## src/rtl/keccak_pkg.sv

```systemverilog
// Shared definitions for the Keccak-f[200] round controller.
package keccak_pkg;

    localparam int unsigned NR_F200 = 18;
    localparam int unsigned LANE_W  = 8;
    localparam int unsigned RND_W   = 5;

    typedef enum logic [1:0] {
        ST_IDLE  = 2'b00,
        ST_ROUND = 2'b01,
        ST_DONE  = 2'b10
    } ctrl_state_e;

    // An unroll factor is legal only if it splits the 18 rounds into whole iterations.
    function automatic bit unroll_legal(input int unsigned unroll);
        return (unroll != 0) && (unroll <= NR_F200) && ((NR_F200 % unroll) == 0);
    endfunction

endpackage

```

## src/rtl/keccak_roundconstant.sv

```systemverilog
// Keccak-f[200] round constant lookup (low byte of the 64-bit Keccak constants).
module keccak_roundconstant
    import keccak_pkg::*;
(
    input  logic [RND_W-1:0]  round_nr_i,
    output logic [LANE_W-1:0] rc_o
);

    // Round number to constant; out-of-range rounds yield zero.
    always_comb begin
        rc_o = 8'h00;
        case (round_nr_i)
            5'd0:    rc_o = 8'h01;
            5'd1:    rc_o = 8'h82;
            5'd2:    rc_o = 8'h8A;
            5'd3:    rc_o = 8'h00;
            5'd4:    rc_o = 8'h8B;
            5'd5:    rc_o = 8'h01;
            5'd6:    rc_o = 8'h81;
            5'd7:    rc_o = 8'h09;
            5'd8:    rc_o = 8'h8A;
            5'd9:    rc_o = 8'h88;
            5'd10:   rc_o = 8'h09;
            5'd11:   rc_o = 8'h0A;
            5'd12:   rc_o = 8'h8B;
            5'd13:   rc_o = 8'h8B;
            5'd14:   rc_o = 8'h89;
            5'd15:   rc_o = 8'h03;
            5'd16:   rc_o = 8'h02;
            5'd17:   rc_o = 8'h80;
            default: rc_o = 8'h00;
        endcase
    end

endmodule

```

## src/rtl/keccak_round_ctrl.sv

```systemverilog
// Round sequencer for an (optionally unrolled / multi-cycle) Keccak-f[200] datapath.
module keccak_round_ctrl
    import keccak_pkg::*;
#(
    parameter int unsigned NR     = 18,
    parameter int unsigned UNROLL = 1,
    parameter int unsigned STAGES = 1
) (
    input  logic                     ClkxCI,
    input  logic                     RstxRBI,
    input  logic                     InValidxSI,
    output logic                     InReadyxSO,
    input  logic                     AbortxSI,
    output logic                     OutValidxSO,
    input  logic                     OutReadyxSI,
    output logic                     LoadxSO,
    output logic                     StateEnxSO,
    output logic                     RandEnxSO,
    output logic [RND_W*UNROLL-1:0]  RoundNrxDO,
    output logic [LANE_W*UNROLL-1:0] RCxDO
);

    localparam int unsigned STG_W = (STAGES > 1) ? $clog2(STAGES) : 1;

    // Reject parameter sets the datapath cannot be sequenced with.
    if (!unroll_legal(UNROLL) || (NR != NR_F200) || (STAGES < 1)) begin : g_param_err
        $error("keccak_round_ctrl: illegal NR/UNROLL/STAGES combination");
    end

    ctrl_state_e      state_q, state_d;
    logic [RND_W-1:0] round_cnt_q, round_cnt_d;
    logic [STG_W-1:0] stage_cnt_q, stage_cnt_d;

    // State and counter registers.
    always_ff @(posedge ClkxCI or negedge RstxRBI) begin
        if (!RstxRBI) begin
            state_q     <= ST_IDLE;
            round_cnt_q <= '0;
            stage_cnt_q <= '0;
        end else begin
            state_q     <= state_d;
            round_cnt_q <= round_cnt_d;
            stage_cnt_q <= stage_cnt_d;
        end
    end

    // Next-state, counter update and handshake/enable decode; abort overrides everything.
    always_comb begin
        state_d     = state_q;
        round_cnt_d = round_cnt_q;
        stage_cnt_d = stage_cnt_q;
        InReadyxSO  = 1'b0;
        LoadxSO     = 1'b0;
        StateEnxSO  = 1'b0;
        RandEnxSO   = 1'b0;
        OutValidxSO = (state_q == ST_DONE);

        if (AbortxSI) begin
            state_d     = ST_IDLE;
            round_cnt_d = '0;
            stage_cnt_d = '0;
        end else begin
            case (state_q)
                ST_IDLE: begin
                    InReadyxSO = 1'b1;
                    if (InValidxSI) begin
                        LoadxSO     = 1'b1;
                        StateEnxSO  = 1'b1;
                        state_d     = ST_ROUND;
                        round_cnt_d = '0;
                        stage_cnt_d = '0;
                    end
                end
                ST_ROUND: begin
                    RandEnxSO = 1'b1;
                    if (stage_cnt_q == STG_W'(STAGES - 1)) begin
                        StateEnxSO  = 1'b1;
                        stage_cnt_d = '0;
                        if (round_cnt_q == RND_W'(NR - UNROLL)) begin
                            state_d     = ST_DONE;
                            round_cnt_d = '0;
                        end else begin
                            round_cnt_d = round_cnt_q + RND_W'(UNROLL);
                        end
                    end else begin
                        stage_cnt_d = stage_cnt_q + STG_W'(1);
                    end
                end
                ST_DONE: begin
                    if (OutReadyxSI) begin
                        state_d = ST_IDLE;
                    end
                end
                default: begin
                    state_d     = ST_IDLE;
                    round_cnt_d = '0;
                    stage_cnt_d = '0;
                end
            endcase
        end
    end

    // Per-lane round numbers (zero outside ROUND) and their constants.
    for (genvar u = 0; u < int'(UNROLL); u++) begin : g_lane
        assign RoundNrxDO[RND_W*u +: RND_W] = (state_q == ST_ROUND) ?
                                               round_cnt_q + RND_W'(u) : '0;
        keccak_roundconstant u_rc (
            .round_nr_i (RoundNrxDO[RND_W*u +: RND_W]),
            .rc_o       (RCxDO[LANE_W*u +: LANE_W])
        );
    end

endmodule

```

## config.mk

```make
export PLATFORM = sky130hd
export DESIGN_NAME = keccak_round_ctrl
export DESIGN_NICKNAME = d
export VERILOG_FILES = /design/src/rtl/keccak_pkg.sv /design/src/rtl/keccak_roundconstant.sv /design/src/rtl/keccak_round_ctrl.sv
export SDC_FILE = /design/constraint.sdc
export NUM_CORES = 1
export LEC_CHECK = 0
export ABC_AREA = 1
export BUFFER_PORTS_ARGS = -buffer_cell sky130_fd_sc_hd__buf_2
export CAP_MARGIN = 30
export CORE_MARGIN = 4
export CORE_UTILIZATION = 49
export DETAILED_ROUTE_END_ITERATION = 16
export GPL_TIMING_DRIVEN = 1
export PLACE_DENSITY = 0.77
export RECOVER_POWER = 25
export SETUP_SLACK_MARGIN = 0.3
export SLEW_MARGIN = 20
export SYNTH_ARGS = -nofsm -noshare
export SYNTH_HDL_FRONTEND = slang
export SYNTH_SLANG_ARGS = --single-unit
```

## constraint.sdc

```tcl
create_clock -name ClkxCI -period 2.3 [get_ports ClkxCI]
set_clock_uncertainty 0.2 [all_clocks]
set_input_delay 0.23 -clock ClkxCI [delete_from_list [all_inputs] [get_ports ClkxCI]]
set_output_delay 0.23 -clock ClkxCI [all_outputs]
set_load 0.005 [all_outputs]
```

==> Yosys cells after proc, flatten, opt, wreduce, memory -nomap -nowiden <==
Memories as Yosys holds them, arrays and structs flattened.
Cells that the tools add are included.
{ "word_totals": {"latchBits": 0, "mem_bits_ro": 128, "ff_bits": 8, "word_cells": 44, "in_bits": 5, "memories": 1, "ram_bits": 0} }
{ "memory_table": {"columns": ["name", "words", "width", "read_ports", "rd_clocked_by_memory_dff", "write_ports", "line", "text"], "rows": [
  ["(no name shown)", 32, 4, 1, 0, 0, "keccak_roundconstant.sv:12", "case (round_nr_i)"]
]} }
{ "op_classes": {"n_div": 0, "reduce_logical": 4, "shift": 0, "magnitude_cmp": 0, "add_sub_neg": 2, "eq_ne": 8, "mul": 0, "n_bitwise": 0, "mux": 26} }
{ "ops": {"columns": ["cell", "n"], "rows": [
  ["2-to-1 mux 5 bit", 5],
  ["one-hot mux 5 bit (3 select lines)", 1],
  ["2-to-1 mux 1 bit", 12],
  ["2-to-1 mux 2 bit", 5],
  ["inequality test 3 bit, second input constant", 3],
  ["one-hot mux 2 bit (3 select lines)", 1],
  ["adder 5 x 1 -> 5 bit, second input constant", 1],
  ["equality test 5 bit, second input constant", 1],
  ["AND reduction 4 bit", 1],
  ["inequality test 3 x 2 -> 1 bit, second input constant", 1],
  ["one-hot mux 1 bit (3 select lines)", 1],
  ["AND reduction 3 bit", 1],
  ["equality test 2 x 1 -> 1 bit, second input constant", 1],
  ["equality test 2 bit, second input constant", 1],
  ["logical NOT 2 bit", 1],
  ["inequality test 2 bit, second input constant", 1],
  ["one-hot mux 1 bit (2 select lines)", 1],
  ["AND reduction 2 bit", 1],
  ["adder 1 bit, second input constant", 1]
]} }

==> Logic depth before layout (Yosys ltp) <==
Gate-level depths: netlist of run 1.
{ "depth": {"ltp_word": 5, "ltp_mapped": 12, "mapped_depth_nobuf": 12} }

==> Modules after synthesis <==
A second synthesis of run 1 with hierarchy kept.
{ "hier_totals": {"cells_unflattened": 108, "area_unflattened_um2": 749.5} }
{ "by_module_without_submodules": {"columns": ["module", "cells_per_inst", "instances", "area_per_inst_um2"], "rows": [
  ["keccak_round_ctrl", 64, 1, 511.7],
  ["keccak_roundconstant", 44, 1, 237.7]
]} }

==> Least setup slack after synthesis of run 1 <==
OpenSTA, ideal clock, no wires.
{ "synth_path": {"path_kind": "reg2out", "startpoint": "register state_q[1]", "endpoint": "output port RCxDO[1]", "path_stages_with_launch": 12, "slack_ps": 206, "required_time_ps": 1870, "t_arrival_ps": 1664, "path_buffers": 0, "cell_sequence": "dfrtp_1 > inv_1 > nand2_2 > nor2_1 > inv_1 > ha_1 > nor2_1 > nor2_1 > nand2_1 > nand2_1 > nand2_1 > nand2_1"} }
{ "synth_via": {"elab_chain_len": 3} }
{ "synth_rtl": {"columns": ["item", "line", "text"], "rows": [
  ["start, declared", "keccak_round_ctrl.sv:30", "ctrl_state_e state_q, state_d;"],
  ["start signal, assigned", "keccak_round_ctrl.sv:41", "state_q <= state_d;"],
  ["equality test 2 x 1 -> 1 bit", "keccak_round_ctrl.sv:105", "assign RoundNrxDO[RND_W*u +: RND_W] = (state_q == ST_ROUND) ?"],
  ["2-to-1 mux 5 bit", "keccak_round_ctrl.sv:105", null],
  ["via RoundNrxDO[1]", "keccak_round_ctrl.sv:19", "output logic [RND_W*UNROLL-1:0] RoundNrxDO,"],
  ["memory read (32 x 4 bit)", null, null],
  ["end, declared", "keccak_round_ctrl.sv:20", "output logic [LANE_W*UNROLL-1:0] RCxDO"]
]} }
The timed path passes the listed nets, and every way through them passes these cells.

==> Final worst setup path of run 1 <==
{ "layout_path": {"startpoint": "register state_q[1]", "endpoint": "output port RCxDO[1]"} }
{ "layout_via": {"elab_chain_len": 3} }
{ "layout_rtl": {"columns": ["item", "line"], "rows": [
  ["equality test 2 x 1 -> 1 bit", "keccak_round_ctrl.sv:105"],
  ["2-to-1 mux 5 bit", "keccak_round_ctrl.sv:105"],
  ["memory read (32 x 4 bit)", null]
]} }
Every way passes these cells.

==> results of run 1 <==
-- critical path: cells and delay by family (launching register included) --
kind                       cells  cell delay, ps
DFF                            1             390
buffers and inverters          3             260
adders and majority gates      1             270
and+or+nand+nor                8             600
-- cell families after synthesis --
kind of cell | after synthesis | synth area share [%]
adder cells (fa/ha/maj) | 7 | 12.0
other | 1 | 0.512
AND/OR/NAND/NOR | 64 | 40.2
XOR/XNOR | 1 | 1.20
buffers and inverters | 28 | 16.6
AO/OA/AOI/OAI | 8 | 5.64
flip-flops | 7 | 23.9
-- flip-flops by register name, summed over array words and instances (netlist names) --
name         count
round_cnt_q      5
state_q          2
-- cell type report --
class | instances | area [µm²]
clock buffer | 3 | 22.5
sequential | 7 | 176
multi-input combinational | 84 | 487
tap | 15 | 18.8
fill | 126 | 373
clock inverter | 1 | 5.00
timing repair buffer | 30 | 181
inverter | 23 | 86.3
-- routing by layer --
metal  global-route usage (%)  up-vias
li1                         -      422
met1                     24.9      384
met2                     37.9       50
met3                     1.56        4
met4                     10.5        0
met5                        0        -
-- per-stage QoR --
stage	hold WS, ps	instance area (µm²)	std cells
after CTS	96.0	963	161
after global routing	113	977	163
after global placement	-133	827	148
after floorplan	-266	746	119
after detailed placement	-133	827	148
final	87.2	977	163
-- placed cells by master (no fill, tap or decap), drive strengths merged --
cell,netlist,final
o22ai,1,1
dlygate4sd3,0,1
buf,5,28
dfrtp,7,7
conb,1,4
ha,7,7
a21oi,3,3
nand2,30,30
nor3,1,1
nor3b,1,1
clkbuf,0,4
inv,23,23
clkinv,0,1
xor2,1,1
nand4,8,8
nor2,17,17
nand3,7,7
o21ai,4,4
-- worst max path at each step --
stage,to,slack (ps)
floorplan,RCxDO[1],310
global placement,RCxDO[1],260
detailed placement,RCxDO[1],160
CTS,RCxDO[7],130
global route,RCxDO[1],20
finish,RCxDO[1],110
-- what timing repair did --
item	4_1_cts	5_1_grt
setup buffers	8	2
resized for setup	11	1
hold buffers	1	0
endpoints found under the setup margin	4	5
pin swaps	7	5
hold endpoints to repair	7	0
-- power by group through the flow --
stage	sequential, W	clock (W)	combinational (W)
4_1_cts	0.000155	0.000115	0.000272
3_5_place_dp	0.000168	0	0.000191
2_1_floorplan	0.000163	0	0.000133
6_report	0.000159	0.000113	0.000291
5_1_grt	0.000160	0.000122	0.000324
3_3_place_gp	0.000166	0	0.000188
==> impl_results.md, run 1 <==
* Status: completed
* I/O pin count at 23
* DP Worst Slack at 155 ps
* Yosys reg bits at 7
* Post-synth EDFFs at 0
* Sequential area share after synthesis at 23.9%
* Worst skew pair latency at 250 ps
* Hold path cells at 3
* Sink Count at 7
* Die span in y at 46.7 µm
* Crit. End Element: output port
* Worst EP arrival at 1760 ps
* Min-Delay Endpoint: state_q[0]$_DFFE_PN0P_
* Worst Path Required at 1870 ps
* Worst R2R Path Depth at 5
* Count leader, synth: nand2_1
* Avg WL per Cell at 12.0 µm
* First-pass GRT wire length at 3330 µm
* Total power at 0.000563 W
* Vias post-DR at 860
* Cells after Synth at 116
* Leak at 0.581 nW
* Final setup violation count at 0
* Minimum clock period at 2190 ps
* Antenna violations before repair at 0
* Endpoints failing hold at 0
* CP Cell Sequence: inv_2, nand2_4, nor2_4, inv_2, ha_4, nor2_1, nor2_1, nand2_1, nand2_1, nand2_1, nand2_1, buf_2
* Area leader, netlist: dfrtp_1
* Pin count of the biggest net entering global routing at 13
* Avg Cell Area, Syn at 6.31 µm²
* Yosys top cell area share at 23.9%
* Chip width at 46.7 µm
* Setup CP Type: reg -> out
* Number of global-route vias before repair at 840
* Worst hold start: InValidxSI
* Final Util at 72.4%
* WL met2 at 976 µm
* Layout cells sized above 1 at 33.1%
* Max-cap violations at 0
* Top_reg_cell synth: dfrtp_1
* P_int at 0.000331 W
* Fin worst setup slack at 109 ps
* Fmax at 456 MHz
* Crit path launch type: flip-flop
* Combinational Power Share at 51.7%
* Reg power frac at 28.3%
* Pwr dens at 576 nW/µm²
* Largest cells by area after synthesis: dfrtp_1 24%, nand2_1 14%, ha_1 12%, inv_1 11%, nand4_1 6.8%
* Min-Delay Path Class: in -> reg
* Max incr delay on CP at 390 ps
* Period utilisation layout at 95.2%
* Post-DP HPWL at 1350 µm
* CTS tree: done
* GRT overflow at 0
* CTS max path bufs at 2
* Met1 Routed Length at 802 µm
* Vias/cell at 5.28
* Area growth, synth to finish at 33.5%
* Inserted Clock Buffers at 3
* Initial Util at 54.2%
* Site Rows at 13
* DIE AREA at 2180 µm²
* Number of DRC markers in iteration 0 at 25
* Cell repeated most along the worst path: nand2_1
* Async SR Flop Fraction at 100%
* H-tree Lvls at 1
* Core region area at 1350 µm²
* Crit path max fanout at 5
* Synth cell types at 21
* I/O Buffers at 18
* TNS Setup at 0 ps
* Highest metal used: met4
* Nets at 161
* Sw frac at 41.1%
* Final WL at 1960 µm
* Clk slew on worst S/H paths at 50 ps
* FF-to-FF End: state_q[1]$_DFFE_PN0P_
* Reg2Reg Setup Slack at 740 ps
* CTS root buffer: clkbuf_4
* Final ANT Viol Nets at 0
* Switching power at 0.000231 W
* Worst-path cell with the longest stage delay: dfrtp_1
* Placer Congestion at 0.858
* Post-route DRC at 0
* Clock power frac at 20.0%
* Synth cell count leaders: 28 x nand2_1, 22 x inv_1, 13 x nor2_1, 8 x nand4_1
* Router iterations before antenna repair at 4
* Unrepaired setup endpoints after global routing: yes
* R2R Path Start: round_cnt_q[2]$_DFFE_PN0P_
* Wire length on met3 at 162 µm
* Maximum vdd drop at 0.000465 V
* Total GRT Usage at 21.1%
* Diodes inserted at 0
* CP Launch Point: state_q[1]$_DFFE_PN0P_
* Synth Cell Area at 732 µm²
* Synth warn at 0
* Max-slew violations at 0
Power figures use the tool's default switching activity.
==> run 2: changes to the inputs <==
- ABC_AREA: 1 -> not set
==> run 2 against run 1 <==
  * The run now ends with setup timing left
  * Flip-flop and latch count is the same
  * Wire length shrank 5.1%
  * Critical endpoint is now RCxDO[7]
  * Clock power increased by 9.7%
  * Sequential power fell by 18%
==> impl_results.md, run 2 <==
* Status: finished with violations
* Failing checks: setup timing
* Reg power frac at 39.7%
* Layout cells sized above 1 at 34.5%
* Most flops, register: round_cnt_q
* Inserted Clock Buffers at 3
* P_int at 0.000230 W
* Async SR Flop Fraction at 100%
* Worst rel slew slack at 58.7%
* Initial Util at 54.0%
* Crit path max fanout at 4
* Maximum vdd drop at 0.000386 V
* Min-Delay Endpoint: state_q[1]$_DFFE_PN0P_
* Max-slew violations at 0
* Most common cell after layout, fill and taps aside: buf_2
* Fin worst setup slack at -123 ps
* Reg2Reg Setup Slack at 560 ps
* Worst Path Required at 1870 ps
* Worst skew pair latency at 270 ps
* Endpoints failing hold at 0
* Period utilisation layout at 105%
* Post-DP Area at 847 µm²
* Yosys reg bits at 7
* H-tree Lvls at 1
* Worst hold start: OutReadyxSI
* Final WL at 1860 µm
* Diodes inserted at 0
* Final setup violation count at 3
* Site Rows at 13
* Pin count of the biggest net entering global routing at 14
* Pwr dens at 355 nW/µm²
* Switching power at 0.000101 W
* Placed cells at 125
* Chip width at 46.6 µm
* Clock power frac at 37.4%
* Cells after Synth at 95
* Crit path launch type: flip-flop
* CTS tree: done
* Worst R2R Path Depth at 4
* Number of global-route vias before repair at 694
* Crit. End Element: output port
* Leak at 0.463 nW
* Total GRT Usage at 21.2%
* Core region area at 1350 µm²
* Post-route DRC at 0
* Setup CP Type: reg -> out
* Nets at 132
* Top_reg_cell synth: dfrtp_1
* Max-cap violations at 0
* Area leader, netlist: dfrtp_1
* Regs by FF count: round_cnt_q (5), state_q (2)
* FF-to-FF End: round_cnt_q[2]$_DFFE_PN0P_
* Finished Layout Cells at 134
* Largest cells by area after synthesis: dfrtp_1 24%, ha_1 12%, nand2_1 5.1%, inv_1 4.6%, and2_1 4.3%
* Synth cell count leaders: 10 x nand2_1, 9 x inv_1, 7 x dfrtp_1, 7 x ha_1, 7 x nor2_1
* Router iterations before antenna repair at 4
* GRT overflow at 0
* Area of the multi-input gates at 522 µm²
* I/O Buffers at 18
* First-pass GRT wire length at 3170 µm
* Max reg flops at 5
* Number of DRC markers in iteration 0 at 12
* Filler cells at 118
* Vias/cell at 5.67
* DIE AREA at 2170 µm²
* Unrepaired setup endpoints after global routing: yes
* Sequential area share after synthesis at 24.0%
* Avg WL per Cell at 13.9 µm
* Die span in y at 46.6 µm
* Placer Congestion at 0.845
* Antenna violations before repair at 0
* Post-DP HPWL at 1350 µm
* Synth cell types at 36
* Least-Margin Pin Slew at 616 ps
* R2R Path Start: state_q[1]$_DFFE_PN0P_
* Most frequent cells in the layout: 17 x buf_2, 9 x nand2_1, 7 x inv_1, 7 x nor2_1
* Sink Count at 7
* Synth warn at 0
* Minimum clock period at 2420 ps
* Combinational Power Share at 23.0%
* Vias post-DR at 760
* Area growth, synth to finish at 28.0%
* Sw frac at 30.5%
* CTS root buffer: clkbuf_4
* CTS max path bufs at 2
* Worst EP arrival at 1990 ps
* Avg Cell Area, Syn at 7.68 µm²
* Count leader, synth: nand2_1
* I/O pin count at 23
* Synth Cell Area at 729 µm²
* Hold path cells at 4
* Clk slew on worst S/H paths at 60 ps
* Storage cell area at 176 µm²
* Post-synth EDFFs at 0
* Final instance area at 933 µm²
* Final ANT Viol Nets at 0
* Fmax at 413 MHz
* Yosys top cell area share at 24.0%
* Min-Delay Path Class: in -> reg
run 2: critical path, stage by stage, from the launching register on:
cell,delay (ps)
dfrtp_2,420
nor2b_4,160
and2_4,180
inv_2,40
ha_4,210
or2_4,230
o31a_1,110
o21ai_1,120
a31o_1,160
buf_2,110
run 2: final cells by class:
class	count	share of cell area, %
Sequential cell	7	18.9
Tap cell	15	2.01
Multi-Input combinational cell	73	55.9
Timing Repair Buffer	26	16.5
Clock buffer	4	2.82
Inverter	9	3.89
run 2: timing repair:
action,CTS,global route
resized for setup,4,1
endpoints found under the setup margin,4,4
endpoints found under the hold margin,8,0
pin swaps,3,1
hold buffers,2,0
setup buffers,3,0
run 2: worst max-delay path by stage:
| stage | from | endpoint | slack [ps] | depth (start not counted) |
|---|---|---|---|---|
| after CTS | state_q[1]$_DFFE_PN0P_ | RCxDO[7] | -110 | 9 |
| after floorplan | state_q[0]$_DFFE_PN0P_ | RCxDO[7] | 180 | 9 |
| after global routing | state_q[1]$_DFFE_PN0P_ | RCxDO[7] | -250 | 9 |
| final | state_q[1]$_DFFE_PN0P_ | RCxDO[7] | -120 | 9 |
| after detailed placement | state_q[1]$_DFFE_PN0P_ | RCxDO[1] | 80 | 9 |
| after global placement | state_q[1]$_DFFE_PN0P_ | RCxDO[7] | 140 | 9 |
run 2: kinds of logic (layout without fill, tap and decap cells):
kind of cell    count (synthesis)  count (layout)  share of synthesized area [%]
buf+inv                        18              39                           11.8
fa+ha+maj                       7               7                           12.0
mux                             1               1                           1.37
other cells                     1               4                          0.514
simple gates                   36              36                           26.1
xor+xnor                        1               1                           1.20
compound gates                 24              24                           23.0
flops                           7               7                           24.0
run 2: power groups by stage:
stage | sequential (W) | combinational, W | clock, W
floorplan | 0.000133 | 0.0000474 | 0
global placement | 0.000133 | 0.0000663 | 0
detailed placement | 0.000133 | 0.0000677 | 0
CTS | 0.000131 | 0.0000745 | 0.000125
global route | 0.000132 | 0.0000849 | 0.000136
finish | 0.000131 | 0.0000760 | 0.000124
run 2: stage by stage:
stage / total power [W] / utilization (%) / hold WS [ps] / TNS [ps] / setup WS [ps]
6_report: 0.000331 / 69.1 / 102 / -257 / -123
5_1_grt: 0.000353 / 69.1 / 123 / -587 / -245
4_1_cts: 0.000330 / 68.8 / 92.2 / -218 / -110
3_5_place_dp: 0.000201 / 62.7 / -130 / 0 / 81.1
3_3_place_gp: 0.000200 / 62.7 / -130 / 0 / 139
2_1_floorplan: 0.000181 / - / -266 / 0 / 179
run 2: routing by layer:
metal / track usage (%) / share of wire, % / up-vias
li1: - / - / 368
met4: 8.52 / 2.3 / 0
met1: 26.0 / 45 / 352
met2: 33.8 / 44 / 33
met5: 0 / 0 / -
met3: 7.03 / 8.2 / 7
==> run 3: changes to the inputs <==
- REMOVE_ABC_BUFFERS: not set -> 1
==> run 3 against run 2 <==
  * The flow still finishes with violations (setup timing)
  * Clock-buffer cell count did not move
  * Total power rose by 0.76%
  * Critical path type unchanged
  * Largest cell class unchanged
  * Global-route usage rose by 1.4 points
  * Clock power fell by 7%
  * Wire length rose by 11%
  * Critical endpoint unchanged
  * Largest power group unchanged
  * Critical path depth did not move
  * Via count rose by 1.4%
  * Flip-flop and latch count did not move
  * Highest routed layer unchanged
  * Register-to-register slack got worse by 40 ps
  * Design area rose by 11%
  * First-iteration DRC count rose by 83%
==> impl_results.md, run 3 (same netlist as run 2, synthesis figures left out) <==
* Nets at 139
* TNS Setup at -144 ps
* Unrepaired setup endpoints after global routing: yes
* Maximum vdd drop at 0.000260 V
* Worst R2R Path Depth at 6
* Max-cap violations at 0
* Worst rel slew slack at 54.3%
* Regs by FF count: round_cnt_q (5), state_q (2)
* Filler cells at 95
* Final ANT Viol Nets at 0
* DIE AREA at 2170 µm²
* Status: finished with violations
* H-tree Lvls at 1
* Site Rows at 13
* Least-Margin Pin Slew at 682 ps
* Placer Congestion at 0.886
* Max-slew violations at 0
* Crit path launch type: flip-flop
* Final setup violation count at 3
* Min-Delay Endpoint: state_q[1]$_DFFE_PN0P_
* Number of DRC markers in iteration 0 at 22
* I/O pin count at 23
* Inserted Clock Buffers at 3
* Layout cells sized above 1 at 42.9%
* Area growth, synth to finish at 42.0%
* Period utilisation layout at 103%
* Most flops, register: round_cnt_q
* FF-to-FF End: round_cnt_q[4]$_DFFE_PN0P_
* Worst skew pair latency at 250 ps
* Most frequent cells in the layout: 17 x buf_2, 12 x buf_4, 9 x nand2_1
* Leak at 0.504 nW
* Failing checks: setup timing
* Fmax at 422 MHz
* Max reg flops at 5
* Pin count of the biggest net entering global routing at 14
* CTS max path bufs at 2
* Number of global-route vias before repair at 770
* Initial Util at 54.0%
* Crit. End Element: output port
* CTS tree: done
* Post-route DRC at 0
* First-pass GRT wire length at 3460 µm
* Router iterations before antenna repair at 4
* Post-DP HPWL at 1330 µm
* Hold slack at 123 ps
* Antenna violations before repair at 0
* Core region area at 1350 µm²
* I/O Buffers at 18
* Met2 Resource Use GR at 41.2%
* GR Util met3 at 1.95%
* Avg WL per Cell at 14.6 µm
* Worst hold start: OutReadyxSI
* Placed cells at 129
* Fin worst setup slack at -68.7 ps
* Diodes inserted at 0
* GR peak layer: met2
* Final WL at 2060 µm
* Min-Delay Path Class: in -> reg
* Chip width at 46.6 µm
* Met1 GRT Util at 25.6%
* Reg2Reg Setup Slack at 520 ps
* Worst EP arrival at 1940 ps
* Hold path cells at 4
* Crit path max fanout at 4
* Pwr dens at 322 nW/µm²
* GRT overflow at 0
* R2R Path Start: state_q[1]$_DFFE_PN0P_
* Setup CP Type: reg -> out
* Die span in y at 46.6 µm
* CTS root buffer: clkbuf_4
* Finished Layout Cells at 141
* Clk slew on worst S/H paths at 50 ps
* Vias/cell at 5.47
* Endpoints failing hold at 0
* Most common cell after layout, fill and taps aside: buf_2
* Minimum clock period at 2370 ps
* Vias post-DR at 771
* Sink Count at 7
* Worst Path Required at 1870 ps
* Total GRT Usage at 22.6%
==> run 3: cell count changes in the layout (fill, tap and decap cells not counted), sizes merged <==
cell,change
buf,+7
==> run 3: layout make-up <==
cell class	instances	area, µm²	area share, %
well taps	15	18.8	1.81
inverters	9	36.3	3.50
repair buffers	33	210	20.3
flip-flops and latches	7	175	16.9
clock buffers	4	26.3	2.54
multi-input cells	73	569	55.0
==> run 3: how the worst max path moves through the flow <==
stage	startpoint	endpoint	slack (ps)	cells after the start
2_1_floorplan	state_q[0]$_DFFE_PN0P_	RCxDO[7]	-240	8
3_3_place_gp	state_q[1]$_DFFE_PN0P_	RCxDO[1]	40	9
3_5_place_dp	state_q[1]$_DFFE_PN0P_	RCxDO[7]	-20	9
4_1_cts	state_q[1]$_DFFE_PN0P_	RCxDO[7]	-50	9
5_1_grt	state_q[1]$_DFFE_PN0P_	RCxDO[7]	-190	9
6_report	state_q[1]$_DFFE_PN0P_	RCxDO[7]	-70	9
==> run 3: metal layers <==
| layer | wire (µm) | vias up |
|---|---|---|
| met5 | 0 | - |
| met4 | 22 | 0 |
| met3 | 114 | 4 |
| met2 | 1140 | 25 |
| met1 | 791 | 362 |
| li1 | - | 380 |
==> run 3: critical path, stage by stage (launching register included) <==
cell	delay, ps
dfrtp_1	410
nor2b_4	170
and2_4	170
inv_2	40
ha_4	210
or2_4	230
o31a_1	100
o21ai_1	120
a31o_1	140
buf_2	100
==> run 3: metrics by stage <==
step | setup slack [ps] | total power, W | utilization (%) | instance area (µm²)
floorplan | -239 | 0.000168 | - | 688
global route | -187 | 0.000353 | 76.7 | 1040
CTS | -53.8 | 0.000332 | 75.6 | 1020
finish | -68.7 | 0.000334 | 76.7 | 1040
detailed placement | -19.1 | 0.000200 | 62.9 | 850
global placement | 37.5 | 0.000198 | 62.9 | 850
==> run 3: what timing repair did <==
item                       4_1_cts  5_1_grt
setup endpoints to repair        4        5
hold endpoints to repair         8        0
hold buffers                     2        0
gates resized for setup         19        3
buffers inserted                 5        1
pin swaps                        7        3
==> run 3: power by group <==
| part | switching, W | internal [W] |
|---|---|---|
| Clock | 0.0000483 | 0.0000664 |
| Combinational | 0.0000449 | 0.0000448 |
| Sequential | 0.00000290 | 0.000126 |
| Total | 0.0000961 | 0.000237 |
